`src/rtl/prog_counter.sv`:
```
// Terminal-count timer: programmable threshold, start/clear control, periodic or one-shot mode.
// Optional prescaler is compiled in with `define PROG_COUNTER_PRESCALE_EN.
module prog_counter #(
    parameter int unsigned WIDTH             = 8,
    parameter int unsigned DEFAULT_THRESHOLD = 100,
    parameter int unsigned PRESC_WIDTH       = 4
) (
    input  logic                   clk,
    input  logic                   rst,
    input  logic                   en,
    input  logic                   start,
    input  logic                   clr,
    input  logic                   cfg_we,
    input  logic [WIDTH-1:0]       cfg_threshold,
    input  logic                   cfg_oneshot,
`ifdef PROG_COUNTER_PRESCALE_EN
    input  logic [PRESC_WIDTH-1:0] cfg_presc,
`endif
    output logic [WIDTH-1:0]       count,
    output logic                   out_en,
    output logic                   busy,
    output logic                   done
);

    typedef enum logic [1:0] {
        ST_IDLE,
        ST_RUN,
        ST_DONE
    } state_t;

    localparam logic [WIDTH-1:0]       THR_RESET = WIDTH'(DEFAULT_THRESHOLD);
    localparam logic [WIDTH-1:0]       ONE       = WIDTH'(1);
    localparam logic [PRESC_WIDTH-1:0] PRESC_ONE = PRESC_WIDTH'(1);

    state_t                 state_q, state_d;
    logic [WIDTH-1:0]       count_q, count_d;
    logic [WIDTH-1:0]       thr_q, thr_d;
    logic                   oneshot_q, oneshot_d;
    logic [PRESC_WIDTH-1:0] presc_q, presc_d;
    logic [PRESC_WIDTH-1:0] presc_cnt_q, presc_cnt_d;
    logic [PRESC_WIDTH-1:0] presc_wdata;

    logic cfg_ok;
    logic tick;
    logic advance;
    logic terminal;

`ifdef PROG_COUNTER_PRESCALE_EN
    assign presc_wdata = cfg_presc;
`else
    // presc_q is then held at 0, so tick is constantly 1 and the prescaler folds away.
    assign presc_wdata = '0;
`endif

    always_comb begin
        // NOTE: every signal driven here gets a default first, so no path can infer a latch.
        state_d     = state_q;
        count_d     = count_q;
        thr_d       = thr_q;
        oneshot_d   = oneshot_q;
        presc_d     = presc_q;
        presc_cnt_d = presc_cnt_q;

        cfg_ok   = cfg_we && (state_q != ST_RUN);
        tick     = (presc_cnt_q == presc_q);
        advance  = (state_q == ST_RUN) && en && tick && !clr && !start;
        terminal = (count_q == (thr_q - ONE));

        if (cfg_ok) begin
            thr_d     = (cfg_threshold == '0) ? ONE : cfg_threshold;
            oneshot_d = cfg_oneshot;
            presc_d   = presc_wdata;
        end

        if (clr || start) begin
            presc_cnt_d = '0;
        end else if ((state_q == ST_RUN) && en) begin
            presc_cnt_d = tick ? '0 : (presc_cnt_q + PRESC_ONE);
        end

        if (clr) begin
            state_d = ST_IDLE;
            count_d = '0;
        end else if (start) begin
            state_d = ST_RUN;
            count_d = '0;
        end else if (advance) begin
            if (terminal) begin
                count_d = '0;
                if (oneshot_q) begin
                    state_d = ST_DONE;
                end
            end else begin
                count_d = count_q + ONE;
            end
        end
    end

    always_ff @(posedge clk) begin
        // NOTE: non-blocking assignments so every flop samples the pre-edge values.
        if (rst) begin
            state_q     <= ST_IDLE;
            count_q     <= '0;
            thr_q       <= THR_RESET;
            oneshot_q   <= 1'b0;
            presc_q     <= '0;
            presc_cnt_q <= '0;
        end else begin
            state_q     <= state_d;
            count_q     <= count_d;
            thr_q       <= thr_d;
            oneshot_q   <= oneshot_d;
            presc_q     <= presc_d;
            presc_cnt_q <= presc_cnt_d;
        end
    end

    assign count  = count_q;
    assign out_en = advance && terminal;
    assign busy   = (state_q == ST_RUN);
    assign done   = (state_q == ST_DONE);

endmodule

```
`config.mk`:
```
export PLATFORM = sky130hd
export DESIGN_NAME = prog_counter
export DESIGN_NICKNAME = d
export VERILOG_FILES = /design/src/rtl/prog_counter.sv
export SDC_FILE = /design/constraint.sdc
export NUM_CORES = 1
export LEC_CHECK = 0
export BUFFER_PORTS_ARGS = -buffer_cell sky130_fd_sc_hd__buf_2
export CORE_ASPECT_RATIO = 1.1
export CORE_MARGIN = 2
export CORE_UTILIZATION = 45
export DETAILED_ROUTE_END_ITERATION = 12
export HOLD_SLACK_MARGIN = 0.06
export PLACE_DENSITY = 0.7
export SLEW_MARGIN = 0
export SYNTH_ARGS = -nofsm -noshare
export SYNTH_HDL_FRONTEND = slang
export SYNTH_SLANG_ARGS = --single-unit
export TNS_END_PERCENT = 10
```
`constraint.sdc`:
```
create_clock -name clk -period 2.4 [get_ports clk]
set_clock_uncertainty 0.05 [all_clocks]
set_input_delay 0.12 -clock clk [delete_from_list [all_inputs] [get_ports clk]]
set_output_delay 0.12 -clock clk [all_outputs]
set_load 0.03 [all_outputs]
```
# ---- Word-level counts from Yosys, hierarchy flattened
# Cells that the tools add are included.
dict set report word_totals {
  regBits 23
  out_inout_bits 11
  wordCells 39
}
dict set report op_classes {
  n_mux 7
  eq_ne 4
  add_sub_neg 3
  reduce_logical 19
}
# cell n
set ops {}
lappend ops {{8-bit 2-to-1 mux} 2}
lappend ops {{8-bit by 1-bit adder with 8-bit output, second input constant} 1}
lappend ops {{8-bit equality test} 1}
lappend ops {{8-bit zero test} 1}
lappend ops {{8-bit by 1-bit subtractor with 8-bit output, second input constant} 1}
lappend ops {{1-bit logical AND} 6}
lappend ops {{3-bit AND reduction} 2}
lappend ops {{2-bit nonzero test} 3}
lappend ops {{4-bit by 1-bit adder with 4-bit output, second input constant} 1}
lappend ops {{4-bit zero test} 1}
lappend ops {{1-bit 2-to-1 mux} 4}
lappend ops {{4-bit 2-to-1 mux} 1}
lappend ops {{2-bit OR reduction} 2}
lappend ops {{3-bit OR reduction} 1}
lappend ops {{2-bit by 1-bit equality test with 1-bit output, second input constant} 1}
lappend ops {{2-bit equality test, second input constant} 1}
lappend ops {{1-bit zero test} 2}
lappend ops {{2-bit by 1-bit != test with 1-bit output, second input constant} 1}
lappend ops {{1-bit logical OR} 1}

# ---- Depth between registers and ports, before layout
dict set report depth {
  ltp_word 7
  ltp_mapped 8
}

# ---- Worst setup path after synthesis
# Ideal clock, no wire load.
dict set report synth_path {
  kind {register to register}
  startpoint {register thr_q[0]}
  endpoint {register count_q[1], in the netlist count[1]}
  t_required_ns 2.194
  n_path_buf 0
  slack_ns -0.226
  arrival_time_ns 2.421
  setup_time_ns 0.156
  stages_incl_launch_ff 9
  path_cell_list {dfxtp_1 inv_1 ha_1 nor3b_1 nand2_1 xnor2_1 or4_4 a2111oi_4 nor3_1}
}
dict set report synth_between {
  elab_chain_len 3
}
# item line_no
set synth_lines {}
lappend synth_lines {{start: declaration} 37} ;# logic [WIDTH-1:0] thr_q, thr_d;
lappend synth_lines {{start signal: assignment} 111} ;# thr_q <= thr_d;
lappend synth_lines {{8-bit by 1-bit subtractor with 8-bit output} 67} ;# terminal = (count_q == (thr_q - ONE));
lappend synth_lines {{8-bit equality test} 67}
lappend synth_lines {{8-bit 2-to-1 mux} 88} ;# if (terminal) begin
lappend synth_lines {{end signal: assignment} 110} ;# count_q <= count_d;
lappend synth_lines {{end: declaration} 36} ;# logic [WIDTH-1:0] count_q, count_d;
# Every way passes these cells.
# A chain may end at the register's enable or synchronous reset.

# ---- Final worst setup path
dict set report layout_path {
  startpoint {register thr_q[1]}
  endpoint {output out_en}
}
dict set report layout_between {
  elab_chain_len 3
}
# item line_no
set layout_lines {}
lappend layout_lines {{8-bit by 1-bit subtractor with 8-bit output} 67}
lappend layout_lines {{8-bit equality test} 67}
lappend layout_lines {{1-bit logical AND} 119} ;# assign out_en = advance && terminal;
lappend layout_lines {{end: declaration} 20} ;# output logic out_en,
# Every way passes these cells.

==> impl_metrics.yaml <==
clock_network:
  cts.sinks: 23
  root_buffer: "clkbuf_4"
  worstSkewPairLatency_ns: 0.31
  clk_pin_slew_ns: 0.12
  cts_buffers: 3
  ctsHtreeMaxLevel: 1
  clockBufferDepth: 2
  tritoncts: "built"
logic_synthesis:
  synthesis.area_mm2: 0.001301
  synth_top_area_share_pct: 35.38
  synth_edf_count: 0
  ys_types: 35
  syn-num-nets: 177
  synthFlopType: "dfxtp_1"
  syn_inst: 158
  yosys_warnings: 0
  synth_area_leaders: "dfxtp_1 35%, xnor2_1 7.4%, nand2_1 6.9%"
  async_reset_ff_share_pct: 0
  yosysTopAreaCell: "dfxtp_1"
  synth_seq_cells: 23
  seq_area_frac_synth_pct: 35.38
  syn_area_per_cell_um2: 8.236
sta:
  setup_viol: 1
  setup_slack_ns: -0.03936
  rsz0062_at_grt: "true"
  min_period_over_period_pct: 101.6
  hold_viol: 0
  maxClockFrequency_mhz: 409.9
  maxSlewHeadroom_pct: 73.44
  fin_crit_ns: 2.439
  tightestPinTransition_ns: 0.3960
  final_max_slew_viol_count: 0
route:
  final_antenna_net_count: 0
  first_pass_iters: 4
  wl_per_cell_um: 13.80
  drtIter0Drc: 23
  wirelength_um: 3229
  route.detailed.drc: 0
  num_vias: 1263
  vias_per_cell: 5.397
final_layout:
  fin_nets: 221
  drive_gt1_share_pct: 23.38
  synthToLayoutAreaGrowth_pct: 30.58
  final_cell_count_no_fill: 234
  n_antenna_cell: 0
  stdcell_area_mm2: 0.001699
critical_path:
  cp_top_family: "simple AND/OR/NAND/NOR gates"
  crit_type: "reg2out"
  critPathSlowestCell: "or4_4"
  endpoint_kind: "output port"
  worstPathArrival_ns: 2.27
  crit_top_cell: "xnor2_1"
  slowest_delay_ns: 0.57
  crit_path_cell_trace: "inv_2 > ha_4 > xnor2_1 > xnor2_1 > or4_4 > a2111oi_4 > buf_6"
  start_kind: "flop"
  required_ns: 2.23
  worstPathMaxFanout: 3
  cp_num_buf_inv: 2
floorplanning:
  core_area_mm2: 0.002753
  initial_core_util_pct: 47.27
  die-area_mm2: 0.003338
  dieWidth_um: 55.27
  num_rows: 20
  io_pins: 26
  die_h_um: 60.40
hold_path:
  holdCritPathClass: "in2reg"
grt:
  top_usage_layer: "met2"
  use_met2_pct: 36.73
  grt_util_all_layers_pct: 19.70
  grt.met1_usage_pct: 22.64
  gr-usage-met3_pct: 1.919
  grt_pass1_wl_um: 5099
  first_global_vias: 1177
  grt_max_degree: 13
  grt-ovfl-total: 0
  antenna_found_initial: 0
placement:
  placed_cells: 213
  io_buffers: 25
  globalplace.congestion: 0.8185
  dpl_cell_area_mm2: 0.001469
  place_hpwl_um: 2149
status:
  violations: "negative setup slack"
  status: "complete, but fails checks"
power_and_ir_drop:
  p_total_mw: 0.7359
  peakVddDrop_mv: 0.3890
  power_density_mw_per_mm2: 433.1
  p_leak_nw: 0.6910
job:
  max_cap_viol_count: 0
## layout make-up
class	instances	area [µm²]
clock buffers	4	26.28
fillers	246	1054
inverters	8	30.03
multi-input cells	122	832.0
flip-flops and latches	23	462.9
well taps	33	41.29
repair buffers	44	306.5
## sequential cells by signal, summed over array words and instances (netlist names)
| register | cells |
|---|---|
| count | 8 |
| thr_q | 8 |
| presc_cnt_q | 4 |
| state_q | 2 |
| oneshot_q | 1 |
## synth_stat cells, types with 2 or more instances
master    count
a211oi_1      3
a21oi_1       8
and2_1        2
and3_1        2
clkbuf_1      4
dfxtp_1      23
ha_1          4
inv_1         8
nand2_1      24
nand2b_1      2
nand3_1       7
nand3b_1      2
nand4_1       2
nor2_1       10
nor2b_1       2
nor3_1       14
o21ai_0       4
or3_1         3
xnor2_1      11
xor2_1        8
## report_power, final
part / leakage, nW / internal, mW / total, mW / switching, mW
logic: 0.488 / 0.0734 / 0.144 / 0.0706
clock network: 0.0150 / 0.0650 / 0.183 / 0.118
registers: 0.188 / 0.393 / 0.409 / 0.0153
## worst reg2reg max path, cell delays in order (launching register included)
cell,delay (ns)
dfxtp_2,0.36
inv_2,0.05
ha_4,0.16
xnor2_1,0.19
xnor2_1,0.10
or4_4,0.57
a2111oi_4,0.35
buf_4,0.22
nor3_1,0.06
## timing repair
| action | in CTS | in global routing |
|---|---|---|
| hold endpoints to repair | 10 | 0 |
| gates resized for setup | 10 | 2 |
| hold buffers | 13 | 0 |
| setup buffers | 4 | 0 |
| endpoints found under the setup margin | 2 | 1 |
| cloned | 0 | 0 |
| pin swaps | 4 | 2 |
## cell families (layout without fill, tap and decap cells)
kind of cell	after synthesis	count (layout)	synth area share, %
AND/OR/NAND/NOR	76	76	30.58
flip-flops	23	23	35.38
AO/OA/AOI/OAI	22	22	12.89
XOR/XNOR	19	19	12.79
buffers and inverters	13	56	3.749
adder cells (fa/ha/maj)	4	4	3.846
multiplexers	1	1	0.7693
## stage by stage
| step | hold WS (ns) | worst slack [ns] | utilization, % | setup TNS (ns) |
|---|---|---|---|---|
| finish | 0.07872 | -0.03936 | 61.73 | -0.03936 |
| global route | 0.09783 | -0.1300 | 61.73 | -0.1300 |
| CTS | 0.07693 | -0.03531 | 61.45 | -0.03531 |
| detailed placement | 0.2926 | 0.008808 | 53.36 | 0 |
| global placement | 0.2880 | 0.1585 | 53.36 | 0 |
| floorplan | 0.1878 | -0.04705 | - | -0.3039 |
## cells in the final DEF, fill, tap and decap left out, types with 2 or more instances in the layout
master	netlist	final
nand2_1	24	24
buf_2	0	24
dfxtp_1	23	21
nor3_1	14	14
dlygate4sd3_1	0	13
xnor2_1	11	11
nor2_1	10	9
xor2_1	8	8
a21oi_1	8	8
nand3_1	7	7
inv_1	8	6
buf_4	0	6
o21ai_0	4	4
a211oi_1	3	3
or3_1	3	3
ha_1	4	3
clkbuf_4	0	3
inv_2	0	2
nand2b_1	2	2
nand4_1	2	2
nor2b_1	2	2
and3_1	2	2
and2_1	2	2
nand3b_1	2	2
dfxtp_2	0	2
## worst paths after layout
kind | start | endpoint | slack (ns) | cells past startpoint
worst min-delay path | clr | state_q[0] | 0.08 | 4
worst min register to register | thr_q[7] | thr_q[7] | 0.44 | 2
worst max-delay path | thr_q[1] | out_en | -0.04 | 7
worst max register to register | thr_q[1] | count[6] | 0.19 | 8
## per-layer routing
| metal | part of all wire, % | vias to the layer above |
|---|---|---|
| met5 | 0 | - |
| li1 | - | 636 |
| met4 | 2.2 | 0 |
| met2 | 51 | 28 |
| met1 | 44 | 591 |
| met3 | 3.4 | 8 |
No activity file was read; power rests on OpenSTA's default activity.
